`config.mk`:
```
export PLATFORM = sky130hd
export DESIGN_NAME = pipe_stage_reg
export DESIGN_NICKNAME = d
export VERILOG_FILES = /design/src/rtl/pipe_stage_reg.sv
export SDC_FILE = /design/constraint.sdc
export NUM_CORES = 1
export LEC_CHECK = 0
export CAP_MARGIN = 20
export CORE_MARGIN = 10
export CORE_UTILIZATION = 53
export DETAILED_ROUTE_END_ITERATION = 10
export PLACE_DENSITY = 0.85
export REMOVE_ABC_BUFFERS = 1
export SKIP_LAST_GASP = 1
export SLEW_MARGIN = 15
export SYNTH_ARGS = -nofsm -noshare
export SYNTH_HDL_FRONTEND = slang
export SYNTH_SLANG_ARGS = --single-unit
```
`constraint.sdc`:
```
create_clock -name clk -period 3.1 [get_ports clk]
set_input_delay 0.775 -clock clk [delete_from_list [all_inputs] [get_ports clk]]
set_output_delay 0.775 -clock clk [all_outputs]
set_load 0.02 [all_outputs]
```
`src/rtl/pipe_stage_reg.sv`:
```
// pipe_stage_reg: inter-stage pipeline register with valid/ready handshake,
// synchronous flush, optional 2-entry skid buffer and a saturating stall counter.
//
// Ports:
//   clk, rst_n          clock, asynchronous active-low reset
//   flush               squash held entries and drop the same-cycle input
//   in_valid/in_ready   upstream handshake; in_data/in_ctrl upstream payload
//   out_valid/out_ready downstream handshake; out_data/out_ctrl registered payload
//   stall_cnt           saturating count of cycles with out_valid & !out_ready
//
// out_ctrl is zero whenever out_valid is low, so a bubble never carries
// live control bits into the next stage.
module pipe_stage_reg #(
    parameter int unsigned DATA_W  = 112,
    parameter int unsigned CTRL_W  = 8,
    parameter int unsigned SKID_EN = 1
) (
    input  logic              clk,
    input  logic              rst_n,
    input  logic              flush,
    input  logic              in_valid,
    output logic              in_ready,
    input  logic [DATA_W-1:0] in_data,
    input  logic [CTRL_W-1:0] in_ctrl,
    output logic              out_valid,
    input  logic              out_ready,
    output logic [DATA_W-1:0] out_data,
    output logic [CTRL_W-1:0] out_ctrl,
    output logic [15:0]       stall_cnt
);

    typedef enum logic [1:0] {
        EMPTY = 2'd0,
        BUSY  = 2'd1,
        FULL  = 2'd2
    } stateT;

    stateT             state;
    stateT             nextState;

    logic [DATA_W-1:0] mainData;
    logic [CTRL_W-1:0] mainCtrl;
    logic [DATA_W-1:0] skidData;
    logic [CTRL_W-1:0] skidCtrl;
    logic [15:0]       stallCnt;

    logic              outValid;
    logic              inReady;
    logic              acc;
    logic              con;

    logic              loadMainIn;
    logic              loadMainSkid;
    logic              loadSkid;
    logic              clrMainCtrl;
    logic              clrSkidCtrl;

    assign outValid = (state != EMPTY);

    // With the skid buffer, readiness depends only on state (plus flush),
    // so no combinational path runs from out_ready to in_ready.
    always_comb begin
        inReady = 1'b0;
        if (SKID_EN != 0) begin
            inReady = (state != FULL) && !flush;
        end else begin
            inReady = (!outValid || out_ready) && !flush;
        end
    end

    assign acc = in_valid && inReady;
    assign con = outValid && out_ready;

    always_comb begin
        nextState    = state;
        loadMainIn   = 1'b0;
        loadMainSkid = 1'b0;
        loadSkid     = 1'b0;
        clrMainCtrl  = 1'b0;
        clrSkidCtrl  = 1'b0;
        if (flush) begin
            nextState   = EMPTY;
            clrMainCtrl = 1'b1;
            clrSkidCtrl = 1'b1;
        end else if (SKID_EN != 0) begin
            unique case (state)
                EMPTY: begin
                    if (acc) begin
                        nextState  = BUSY;
                        loadMainIn = 1'b1;
                    end
                end
                BUSY: begin
                    unique case (1'b1)
                        acc && con: begin
                            loadMainIn = 1'b1;
                        end
                        acc && !con: begin
                            nextState = FULL;
                            loadSkid  = 1'b1;
                        end
                        !acc && con: begin
                            nextState   = EMPTY;
                            clrMainCtrl = 1'b1;
                        end
                        default: begin
                        end
                    endcase
                end
                FULL: begin
                    // The skid entry is always younger, so it only moves
                    // into main once the main entry has been consumed.
                    if (con) begin
                        nextState    = BUSY;
                        loadMainSkid = 1'b1;
                        clrSkidCtrl  = 1'b1;
                    end
                end
                default: begin
                    nextState = EMPTY;
                end
            endcase
        end else begin
            if (acc) begin
                nextState  = BUSY;
                loadMainIn = 1'b1;
            end else if (con) begin
                nextState   = EMPTY;
                clrMainCtrl = 1'b1;
            end
        end
    end

    always_ff @(posedge clk or negedge rst_n) begin
        if (!rst_n) begin
            state <= EMPTY;
        end else begin
            state <= nextState;
        end
    end

    always_ff @(posedge clk or negedge rst_n) begin
        if (!rst_n) begin
            mainData <= '0;
            mainCtrl <= '0;
        end else if (loadMainIn) begin
            mainData <= in_data;
            mainCtrl <= in_ctrl;
        end else if (loadMainSkid) begin
            mainData <= skidData;
            mainCtrl <= skidCtrl;
        end else if (clrMainCtrl) begin
            mainCtrl <= '0;
        end
    end

    always_ff @(posedge clk or negedge rst_n) begin
        if (!rst_n) begin
            skidData <= '0;
            skidCtrl <= '0;
        end else if (loadSkid) begin
            skidData <= in_data;
            skidCtrl <= in_ctrl;
        end else if (clrSkidCtrl) begin
            skidCtrl <= '0;
        end
    end

    always_ff @(posedge clk or negedge rst_n) begin
        if (!rst_n) begin
            stallCnt <= '0;
        end else if (outValid && !out_ready && (stallCnt != 16'hFFFF)) begin
            stallCnt <= stallCnt + 16'd1;
        end
    end

    assign in_ready  = inReady;
    assign out_valid = outValid;
    assign out_data  = mainData;
    assign out_ctrl  = outValid ? mainCtrl : '0;
    assign stall_cnt = stallCnt;

endmodule
```
* Word-level counts from Yosys, hierarchy flattened *
Cells that the tools add are included.

storage, ports and cells
  memories kept = 0
  latch bits = 0
  logic and storage cells = 59
  register bits after elaboration = 258
  ROM bits = 0
  output and inout port bits = 138
  memory bits (writable) = 0

cells by class
  multiply operators = 0
  divide/modulo/power cells = 0
  $add $sub $neg = 1
  order comparisons = 0
  eq/ne operators = 7
  bitwise operators = 0
  shifts and indexed selects = 0
  reductions and logical operators = 18
  muxes and demuxes = 27

operators by type and width
  operator                                        count
  two-way mux 112 bit                             2
  two-way mux 8 bit                               6
  adder 16 x 1 -> 16 bit (second input constant)  1
  != test 16 bit (second input constant)          1
  two-way mux 1 bit                               13
  logical AND 1 bit                               8
  two-way mux 2 bit                               3
  != test 3 bit (second input constant)           2
  one-hot mux 2 bit (3 select lines)              1
  nonzero test 2 bit                              3
  zero test 1 bit                                 4
  != test 4 bit (second input constant)           1
  one-hot mux 2 bit (2 select lines)              1
  AND reduction 3 bit                             1
  nonzero test 3 bit                              1
  == test 2 x 1 -> 1 bit (second input constant)  1
  == test 2 bit (second input constant)           1
  zero test 2 bit                                 1
  != test 2 bit (second input constant)           1
  one-hot mux 1 bit (2 select lines)              1

* Depth between registers and ports, before layout *
Gate-level depths: netlist of run 1.

  depth in word-level cells = 11
  depth in mapped cells = 8

* Least setup slack after synthesis of run 1 *
OpenSTA, ideal clock, no wires.

  path type = input -> output
  start point = input flush
  end point = output in_ready
  data required time = 2.325 ns
  cell stages on the path = 2
  path buffers = 1
  slack = 1.056 ns
  arrival time = 1.269 ns
  cell sequence = clkbuf_1 > nor2_1

between the ends
  cells in the longest elaborated chain, start to end = 2

ends and longest elaborated chain
  item               line  RTL
  from (decl)        20    input logic flush,
  zero test 1 bit    n/a
  logical AND 1 bit  65    inReady = (state != FULL) && !flush;
  to (decl)          22    output logic in_ready,

Every way passes these cells.

* Worst setup path after layout of run 1 *
  start point = register state[1]
  end point = output out_ctrl[3]

between the ends
  cells in the longest elaborated chain, start to end = 2

ends and longest elaborated chain
  item                    line  RTL
  from (decl)             38    stateT state;
  from (signal assigned)  138   state <= nextState;
  nonzero test 2 bit      58    assign outValid = (state != EMPTY);
  two-way mux 8 bit       180   assign out_ctrl = outValid ? mainCtrl : '0;
  to (decl)               28    output logic [CTRL_W-1:0] out_ctrl,

Every way passes these cells.

==> metrics.md, run 1 <==
| Metric | Value |
|---|---|
| Placer Congestion | `0.8127` |
| Final slew viol count | `0` |
| Register area share after synthesis | `60.56%` |
| Fin crit share | `95.87%` |
| Final-report hold violation count | `0` |
| Final Setup Violations | `0` |
| Synth Cell Area | `10660 um2` |
| Final #Nets | `1156` |
| Max-Cap Viols | `0` |
| RSZ-0062 raised after global routing | `no` |
| Worst Max-Slew Pin Slew | `1096 ps` |
| Post-synth EDFFs | `0` |
| Count leader, synth | `dfrtp_1` |
| Horiz. Die Dim | `161.8 um` |
| Starting Density | `54.25%` |
| Crit path time final | `2972 ps` |
| Routed length per placed instance | `21.56 um` |
| Initial antenna violation count | `1` |
| P&R area growth vs syn | `36.17%` |
| Clock Tree Root | `clkbuf_16` |
| Die height | `161.8 um` |
| H-tree levels | `1` |
| Num CTS Buffers | `27` |
| CTS max path bufs | `3` |
| Crit Path Max Fanout | `10` |
| Synth top area cells | `dfrtp_1 (61%), a22o_1 (9.9%), a21o_1 (7.9%)` |
| Setup TNS | `0 ps` |
| Final WL | `28380 um` |
| Port bufs | `262` |
| Peak supply drop | `0.0004524 V` |
| Ys Warns | `0` |
| Total power | `9.964 mW` |
| Setup WS post-layout | `128.1 ps` |
| Post-placement setup slack | `256.6 ps` |
| Critical path class | `flop to primary output` |
| Crit path cell chain | `nor2_1 -> buf_4 -> nor2b_1 -> clkdlybuf4s50_1` |
| Pre-antenna DRT Iters | `5` |
| Type of the most critical hold path | `input port to async pin` |
| Vias in the first global route | `8264` |
| Setup bufs post-CTS | `0` |
| Synthesized netlist cell count | `776` |
| Ports | `263` |
| Top Family by Delay on Critical Path | `buffers and inverters` |
| Core Rows | `51` |
| Status | `finished, final reports clean` |
| Post-CTS Hold Fix Bufs | `0` |
| Worst Setup End Kind | `primary output` |
| LEAKAGE | `6.871 nW` |
| CTS tree | `built` |
| Post-synthesis cell type with the largest combined area | `dfrtp_1` |
| Critical path data arrival time | `2200 ps` |
| CTS resizes | `0` |
| Tot GR Track Use | `21.28%` |
| Utilization after layout | `73.87%` |
| Number of DRC markers in iteration 0 | `460` |
| Main flop type after synthesis | `dfrtp_1` |
| Setup crit start kind | `flop` |
| Clk sinks | `258` |
| First-pass GRT wire length | `45750 um` |
| Max stage delay on crit path | `650 ps` |
| Layout cells sized above 1 | `13.71%` |
| Synth top area share | `60.56%` |
| Routed vias/inst | `5.767` |
| Routed via count | `7590` |
| Total grt overflow | `0` |
| Reg clk slew, reported paths | `60 ps` |
| CP required | `2320 ps` |
| Post-route DRC violation count | `0` |
| Clk Latency, worst-skew pair | `520 ps` |
| Synth async-reset ratio | `100.0%` |
| Final Skew | `7.821 ps` |
| Maximum clock rate | `336.5 MHz` |
| Worst Setup SP | `state[1]` |
| Syn avg cell area | `13.74 um2` |
| Slew headroom | `26.52%` |
| Remaining antenna violation count | `0` |
| Die ar. | `26190 um2` |
| CP bufs+invs | `2` |
| Core area | `19650 um2` |
| PD cells | `686.3 nW/um2` |
| Seq cells post-synth | `258` |
| Largest net degree at the start of global routing | `87` |
| CP max stage cell | `clkdlybuf4s50_1` |
| Synth cell count leaders | `dfrtp_1 (258), a22o_1 (120), a21o_1 (112)` |
| FF-to-FF Start | `state[1]` |
| Placed wire-length estimate | `19190 um` |
| Distinct cell type count after synthesis | `43` |
## placed cells by master, fill, tap and decap left out, drive strengths merged, types with 9 or more instances in the layout
cell type / count
clkdlybuf4s50: 261
dfrtp: 258
a22o: 120
mux2: 113
a21o: 112
clkbuf: 37
buf: 21
nor2: 16
nor2b: 11
a21oi: 10
nor4: 9
## where the power goes
part | leakage (nW) | switching, mW | internal [mW]
Sequential | 3.21 | 0.441 | 4.09
Clock | 0.455 | 1.28 | 1.99
Combinational | 3.20 | 0.995 | 1.17
## final timing paths
path                                 to  slack (ps)  depth (start not counted)
setup / recovery            out_ctrl[3]         130                          4
hold / removal             stall_cnt[3]         280                          1
setup reg to reg            out_data[7]         830                          6
hold reg to reg            out_data[52]         470                          1
max in group asynchronous  skidData[99]        2010                          2
min in group clk           out_data[52]         470                          1
## cell type report
class,instances,area (um2)
diodes,1,2.502
well taps,265,331.6
fillers,1317,5136
repair buffers,282,2878
inverters,4,15.01
multi-input cells,457,3920
flip-flops and latches,258,6456
clock buffers,37,773.2
clock inverters,12,141.4
## metal layers
metal | GRT usage, % | up-vias | routed length (um)
li1 | - | 3384 | -
met1 | 26.51 | 3904 | 11450
met2 | 36.11 | 264 | 14220
met3 | 5.662 | 38 | 2227
met4 | 5.211 | 0 | 487
met5 | 0 | - | 0
## state kept, by name, indices dropped and copies added, names as in the netlist
register / flops
state: 2
mainCtrl: 8
skidData: 112
skidCtrl: 8
stall_cnt: 16
out_data: 112
## stage by stage
stage	instance area [um2]	hold WS, ps	cells
after CTS	14520	302.1	1315
after detailed placement	13600	464.2	1266
after floorplan	10370	459.4	719
final	14520	284.6	1316
after global placement	13600	457.4	1266
after global routing	14520	325.8	1316
## cells by family (layout without fill, tap and decap cells)
logic type	after synthesis	count (layout)	share of synthesized area, %
other cells	0	1	0
xor+xnor	12	12	0.9858
fa+ha+maj	1	1	0.1173
flops	258	258	60.56
compound gates	253	253	19.13
buf+inv	61	335	2.910
mux	114	114	12.03
simple gates	77	77	4.272
Power figures use the tool's default switching activity.
==> inputs of run 2 (changes only) <==
--- a/config.mk
+++ b/config.mk
@@ -5,10 +5,11 @@
 export SDC_FILE = /design/constraint.sdc
 export NUM_CORES = 1
 export LEC_CHECK = 0
-export CAP_MARGIN = 20
+export CAP_MARGIN = 30
 export CORE_MARGIN = 10
 export CORE_UTILIZATION = 53
 export DETAILED_ROUTE_END_ITERATION = 10
+export MAX_ROUTING_LAYER = met4
 export PLACE_DENSITY = 0.85
 export REMOVE_ABC_BUFFERS = 1
 export SKIP_LAST_GASP = 1
==> metrics.md, run 2 (synthesized netlist as in run 1, its figures left out) <==
| Metric | Value |
|---|---|
| Worst hold slack | `278.1 ps (-6.557 ps)` |
| Largest net degree at the start of global routing | `87 (unchanged)` |
| Routed length per placed instance | `21.73 um (+0.76%)` |
| Final-report hold violation count | `0 (unchanged)` |
| Worst Setup End Kind | `primary output` |
| Number of DRC markers in iteration 0 | `606 (+32%)` |
| CTS tree | `built` |
| Core Rows | `51 (unchanged)` |
| Post-route DRC violation count | `0 (unchanged)` |
| Vias in the first global route | `8331 (+0.81%)` |
| Ports | `263 (unchanged)` |
| Critical path data arrival time | `2180 ps (-20 ps)` |
| Placed Instance Area | `13610 um2 (about the same)` |
| Clk Latency, worst-skew pair | `520 ps (about the same)` |
| Final Skew | `11.27 ps (+3.445 ps)` |
| Crit Path Max Fanout | `10 (unchanged)` |
| Port bufs | `262 (unchanged)` |
| Cells after DPL | `1267 (+0.079%)` |
| CP required | `2320 ps (about the same)` |
| Most common cell after layout, fill and taps aside | `clkdlybuf4s50_1` |
| Routed via count | `7638 (+0.63%)` |
| Peak supply drop | `0.0004416 V (-2.4%)` |
| Starting Density | `54.25% (unchanged)` |
| Crit path time final | `2957 ps (-14.83 ps)` |
| Horiz. Die Dim | `161.8 um (unchanged)` |
| Num CTS Buffers | `27 (unchanged)` |
| Final slew viol count | `0 (unchanged)` |
| Worst Max-Slew Pin Slew | `699.1 ps (-396.5 ps)` |
| CTS resizes | `0 (unchanged)` |
| Final Setup Violations | `0 (unchanged)` |
| Core area | `19650 um2 (unchanged)` |
| Comb power frac | `22.3% (+0.5 points)` |
| Setup crit start kind | `flop` |
| Pint | `7.045 mW (-2.8%)` |
| Clock Tree Root | `clkbuf_16` |
| Net Sw Power | `2.690 mW (-0.94%)` |
| Maximum clock rate | `338.2 MHz (+0.50%)` |
| Status | `finished, final reports clean` |
| Finished Layout Cells | `1314 (-0.15%)` |
| Critical path class | `flop to primary output` |
| Die height | `161.8 um (unchanged)` |
| Pre-antenna DRT Iters | `5 (unchanged)` |
| P&R area growth vs syn | `35.47%` |
| Type of the most critical hold path | `input port to async pin` |
| Final WL | `28550 um (+0.61%)` |
| First-pass GRT wire length | `45390 um (-0.80%)` |
| Clk sinks | `258 (unchanged)` |
| Post-route cell area | `14440 um2 (-0.52%)` |
| Placer Congestion | `0.8246 (+1.5%)` |
| Most frequent cells in the layout | `clkdlybuf4s50_1 (261), dfrtp_1 (258), a22o_1 (120)` |
| Final #Nets | `1157 (+0.087%)` |
| Fin crit share | `95.39% (-0.48 points)` |
| LEAKAGE | `6.832 nW (-0.57%)` |
| Initial antenna violation count | `1 (unchanged)` |
| Max-Cap Viols | `0 (unchanged)` |
| Switch share | `27.63% (+0.38 points)` |
| Clock power share | `31.2% (-1.6 points)` |
| Routed vias/inst | `5.813 (+0.79%)` |
| Setup TNS | `0 ps (unchanged)` |
| Sequential share of power | `46.5% (+1.1 points)` |
| RSZ-0062 raised after global routing | `no` |
| Reg clk slew, reported paths | `60 ps (about the same)` |
| Layout cells sized above 1 | `13.17% (-0.55 points)` |
| PD cells | `674.0 nW/um2 (-1.8%)` |
| Slew headroom | `53.40% (+27 points)` |
| Placed wire-length estimate | `19200 um (about the same)` |
| Post-CTS Hold Fix Bufs | `0 (unchanged)` |
| CTS max path bufs | `3 (unchanged)` |
| Die ar. | `26190 um2 (unchanged)` |
| Setup bufs post-CTS | `0 (unchanged)` |
| Tot GR Track Use | `21.68% (+0.40 points)` |
| H-tree levels | `1 (unchanged)` |
| Remaining antenna violation count | `0 (unchanged)` |
| Total grt overflow | `0 (unchanged)` |
-- run 2: changes by cell type in the layout (fill, tap and decap cells not counted) --
| cell | previous run | this run |
|---|---|---|
| buf_2 | 0 | 1 |
| bufinv_16 | 3 | 0 |
| clkbuf_1 | 4 | 8 |
| clkbuf_8 | 6 | 8 |
| clkinv_2 | 7 | 2 |
| clkinvlp_4 | 1 | 0 |
-- run 2: per-layer routing --
metal	vias up	part of all wire [%]	global-route usage (%)
met5	-	0	-
met4	0	2.1	6.162
met3	36	7.3	5.410
met2	276	50	35.10
met1	3930	41	26.59
li1	3396	-	-
-- run 2: path summary, 6_finish.rpt --
check                             start            to  slack [ps]  cells after the start
max in group asynchronous         rst_n  skidData[99]        1990                      2
setup / recovery               state[1]   out_ctrl[7]         140                      4
min in group clk           out_data[52]  out_data[52]         470                      1
setup reg to reg               state[1]   out_data[7]         810                      6
hold / removal                    rst_n  stall_cnt[3]         280                      1
hold reg to reg            out_data[52]  out_data[52]         470                      1
-- run 2: power groups by stage --
stage          combinational [mW]  sequential, mW  clock (mW)
2_1_floorplan               0.765            4.81           0
3_3_place_gp                 2.11            4.52           0
3_5_place_dp                 2.19            4.57           0
4_1_cts                      2.21            4.53        3.09
5_1_grt                      2.33            4.61        3.25
6_report                     2.17            4.53        3.04
-- run 2: final cells by class --
class / count / area, um2
fillers: 1323 / 5211
clock inverters: 3 / 18.77
flip-flops and latches: 258 / 6456
well taps: 265 / 331.6
clock buffers: 43 / 815.8
diodes: 1 / 2.502
multi-input cells: 457 / 3920
repair buffers: 283 / 2883
inverters: 4 / 15.01
-- run 2: critical path, stage by stage (launching register included) --
cell	delay, ps
dfrtp_1	490
nor2_1	170
buf_4	190
nor2b_1	180
clkdlybuf4s50_1	640
-- run 2: stage by stage --
step | utilization, % | total power [mW] | setup slack (ps)
finish | 73.48 | 9.735 | 142.9
global placement | 69.20 | 6.633 | 312.3
CTS | 73.47 | 9.829 | 95.79
detailed placement | 69.23 | 6.758 | 253.2
floorplan | - | 5.577 | -5993
global route | 73.48 | 10.18 | 3.652
==> inputs of run 3 (changes only) <==
--- a/config.mk
+++ b/config.mk
@@ -7,10 +7,11 @@
 export LEC_CHECK = 0
 export CAP_MARGIN = 30
 export CORE_MARGIN = 10
-export CORE_UTILIZATION = 53
+export CORE_UTILIZATION = 65
 export DETAILED_ROUTE_END_ITERATION = 10
+export DONT_BUFFER_PORTS = 1
 export MAX_ROUTING_LAYER = met4
-export PLACE_DENSITY = 0.85
+export PLACE_DENSITY = 0.81
 export REMOVE_ABC_BUFFERS = 1
 export SKIP_LAST_GASP = 1
 export SLEW_MARGIN = 15
==> metrics.md, run 3 (synthesized netlist as in run 1, its figures left out) <==
| Metric | Value |
|---|---|
| Post-route cell area | `11660 um2 (-19%)` |
| Number of DRC markers in iteration 0 | `432 (-29%)` |
| Finished Layout Cells | `990 (-25%)` |
| CP max stage cell | `dfrtp_1` |
| Post-route DRC violation count | `0 (unchanged)` |
| Vias in the first global route | `6891 (-17%)` |
| Status | `finished with violations` |
| Peak supply drop | `0.0005169 V (+17%)` |
| CP required | `2320 ps (about the same)` |
| Worst Max-Slew Pin Slew | `852.7 ps (+153.7 ps)` |
| Fin crit share | `80.27% (-15 points)` |
| Crit Path Max Fanout | `9 (-1)` |
| Worst Setup End Kind | `primary output` |
| Final-report hold violation count | `35 (+35)` |
| Pre-antenna DRT Iters | `5 (unchanged)` |
| RSZ-0062 raised after global routing | `no` |
| Max stage delay on crit path | `480 ps (-160 ps)` |
| Routed vias/inst | `6.615 (+14%)` |
| H-tree levels | `1 (unchanged)` |
| Maximum clock rate | `401.9 MHz (+19%)` |
| Critical path data arrival time | `1710 ps (-470 ps)` |
| Core area | `16000 um2 (-19%)` |
| Routed via count | `6549 (-14%)` |
| Final WL | `25560 um (-10%)` |
| Cells after DPL | `944 (-25%)` |
| Ports | `263 (unchanged)` |
| Crit path cell chain | `nor2_1 -> inv_1` |
| Final #Nets | `882 (-24%)` |
| Tot GR Track Use | `23.34% (+1.7 points)` |
| Storage element area | `6456 um2 (unchanged)` |
| CTS max path bufs | `3 (unchanged)` |
| Port bufs | `0 (-100%)` |
| CTS tree | `built` |
| Slew headroom | `42.77% (-11 points)` |
| Most common cell after layout, fill and taps aside | `dfrtp_1` |
| CTS resizes | `0 (unchanged)` |
| PD cells | `772.7 nW/um2 (+15%)` |
| Crit path time final | `2488 ps (-468.8 ps)` |
| Horiz. Die Dim | `148.1 um (-8.5%)` |
| Layout cells sized above 1 | `16.41% (+3.2 points)` |
| Clk sinks | `258 (unchanged)` |
| Total grt overflow | `0 (unchanged)` |
| Final Setup Violations | `0 (unchanged)` |
| Most frequent cells in the layout | `dfrtp_1 (258), a22o_1 (120), a21o_1 (112)` |
| Placer Congestion | `0.7894 (-4.3%)` |
| Remaining antenna violation count | `0 (unchanged)` |
| Routed length per placed instance | `25.82 um (+19%)` |
| Utilization after layout | `72.86% (-0.63 points)` |
| Clock Tree Root | `clkbuf_16` |
| Reg clk slew, reported paths | `60 ps (about the same)` |
| Die height | `148.1 um (-8.5%)` |
| Failing checks | `hold timing` |
| Setup TNS | `0 ps (unchanged)` |
| Final Skew | `14.57 ps (+3.309 ps)` |
| Worst hold slack | `-52.72 ps (-330.8 ps)` |
| First-pass GRT wire length | `39800 um (-12%)` |
| Critical path class | `flop to primary output` |
| Setup crit start kind | `flop` |
| Placed Instance Area | `10790 um2 (-21%)` |
| Initial antenna violation count | `0 (-1)` |
| Die ar. | `21920 um2 (-16%)` |
| Clk Latency, worst-skew pair | `520 ps (about the same)` |
| Type of the most critical hold path | `input port to async pin` |
| Starting Density | `66.63% (+12 points)` |
| Num CTS Buffers | `26 (-3.7%)` |
| Antenna Diode Count | `0 (-1)` |
| Placed wire-length estimate | `16810 um (-12%)` |
| Footprint of the multi-input gates | `3920 um2 (unchanged)` |
| P&R area growth vs syn | `9.341%` |
| Largest net degree at the start of global routing | `259 (+200%)` |
| LEAKAGE | `5.780 nW (-15%)` |
| Core Rows | `46 (-9.8%)` |
| Setup bufs post-CTS | `0 (unchanged)` |
| Fill cells | `1025 (-23%)` |
| Final slew viol count | `0 (unchanged)` |
| Max-Cap Viols | `0 (unchanged)` |
run 3: cell count changes in the layout (fill, tap and decap cells not counted), sizes merged, moves of 2 or more:
cell           previous run  this run
clkdlybuf4s50           261         0
buf                      22         9
clkbuf                   43        39
clkinv                    2         5
bufinv                    0         2
run 3: per-layer routing:
layer	track usage, %	vias to the layer above	wire length (um)
met5	-	-	0
met4	7.086	0	640
met3	9.466	43	3092
met2	38.20	256	13050
met1	25.80	3417	8772
li1	-	2833	-
run 3: path summary, 6_finish.rpt:
kind	from	end	slack (ps)	cells past startpoint
min reg2reg	skidData[38]	skidData[38]	490	1
max in group asynchronous	rst_n	out_data[61]	2800	0
max reg2reg	stall_cnt[0]	stall_cnt[1]	940	4
min in group clk	flush	state[0]	320	1
max	state[0]	out_valid	610	2
min	rst_n	out_data[83]	-50	0
run 3: power by group:
part	switching [mW]	leakage (nW)	internal, mW	total [mW]
clock network	1.23	0.431	1.90	3.13
registers	0.893	3.21	4.08	4.98
logic	0.355	2.13	0.548	0.903
total	2.48	5.78	6.52	9.01
run 3: critical path: cells and delay by family, from the launching register on:
kind	cells	cell delay, ps
DFF	1	480
buffers and inverters	1	250
and+or+nand+nor	1	470
run 3: final cells by class:
type,count,share of cell area (%)
flip-flops and latches,258,55.38
multi-input cells,457,33.63
clock buffers,39,6.697
well taps,216,2.318
repair buffers,9,1.116
clock inverters,7,0.7299
inverters,4,0.1288
run 3: per-stage QoR:
step / worst slack (ps) / total power, mW / hold WS, ps
3_3_place_gp: 897.2 / 5.805 / 468.0
2_1_floorplan: -5993 / 5.577 / 459.4
5_1_grt: 447.8 / 9.405 / -72.38
3_5_place_dp: 851.4 / 5.939 / 475.6
4_1_cts: 588.2 / 9.074 / -64.36
6_report: 611.7 / 9.008 / -52.72
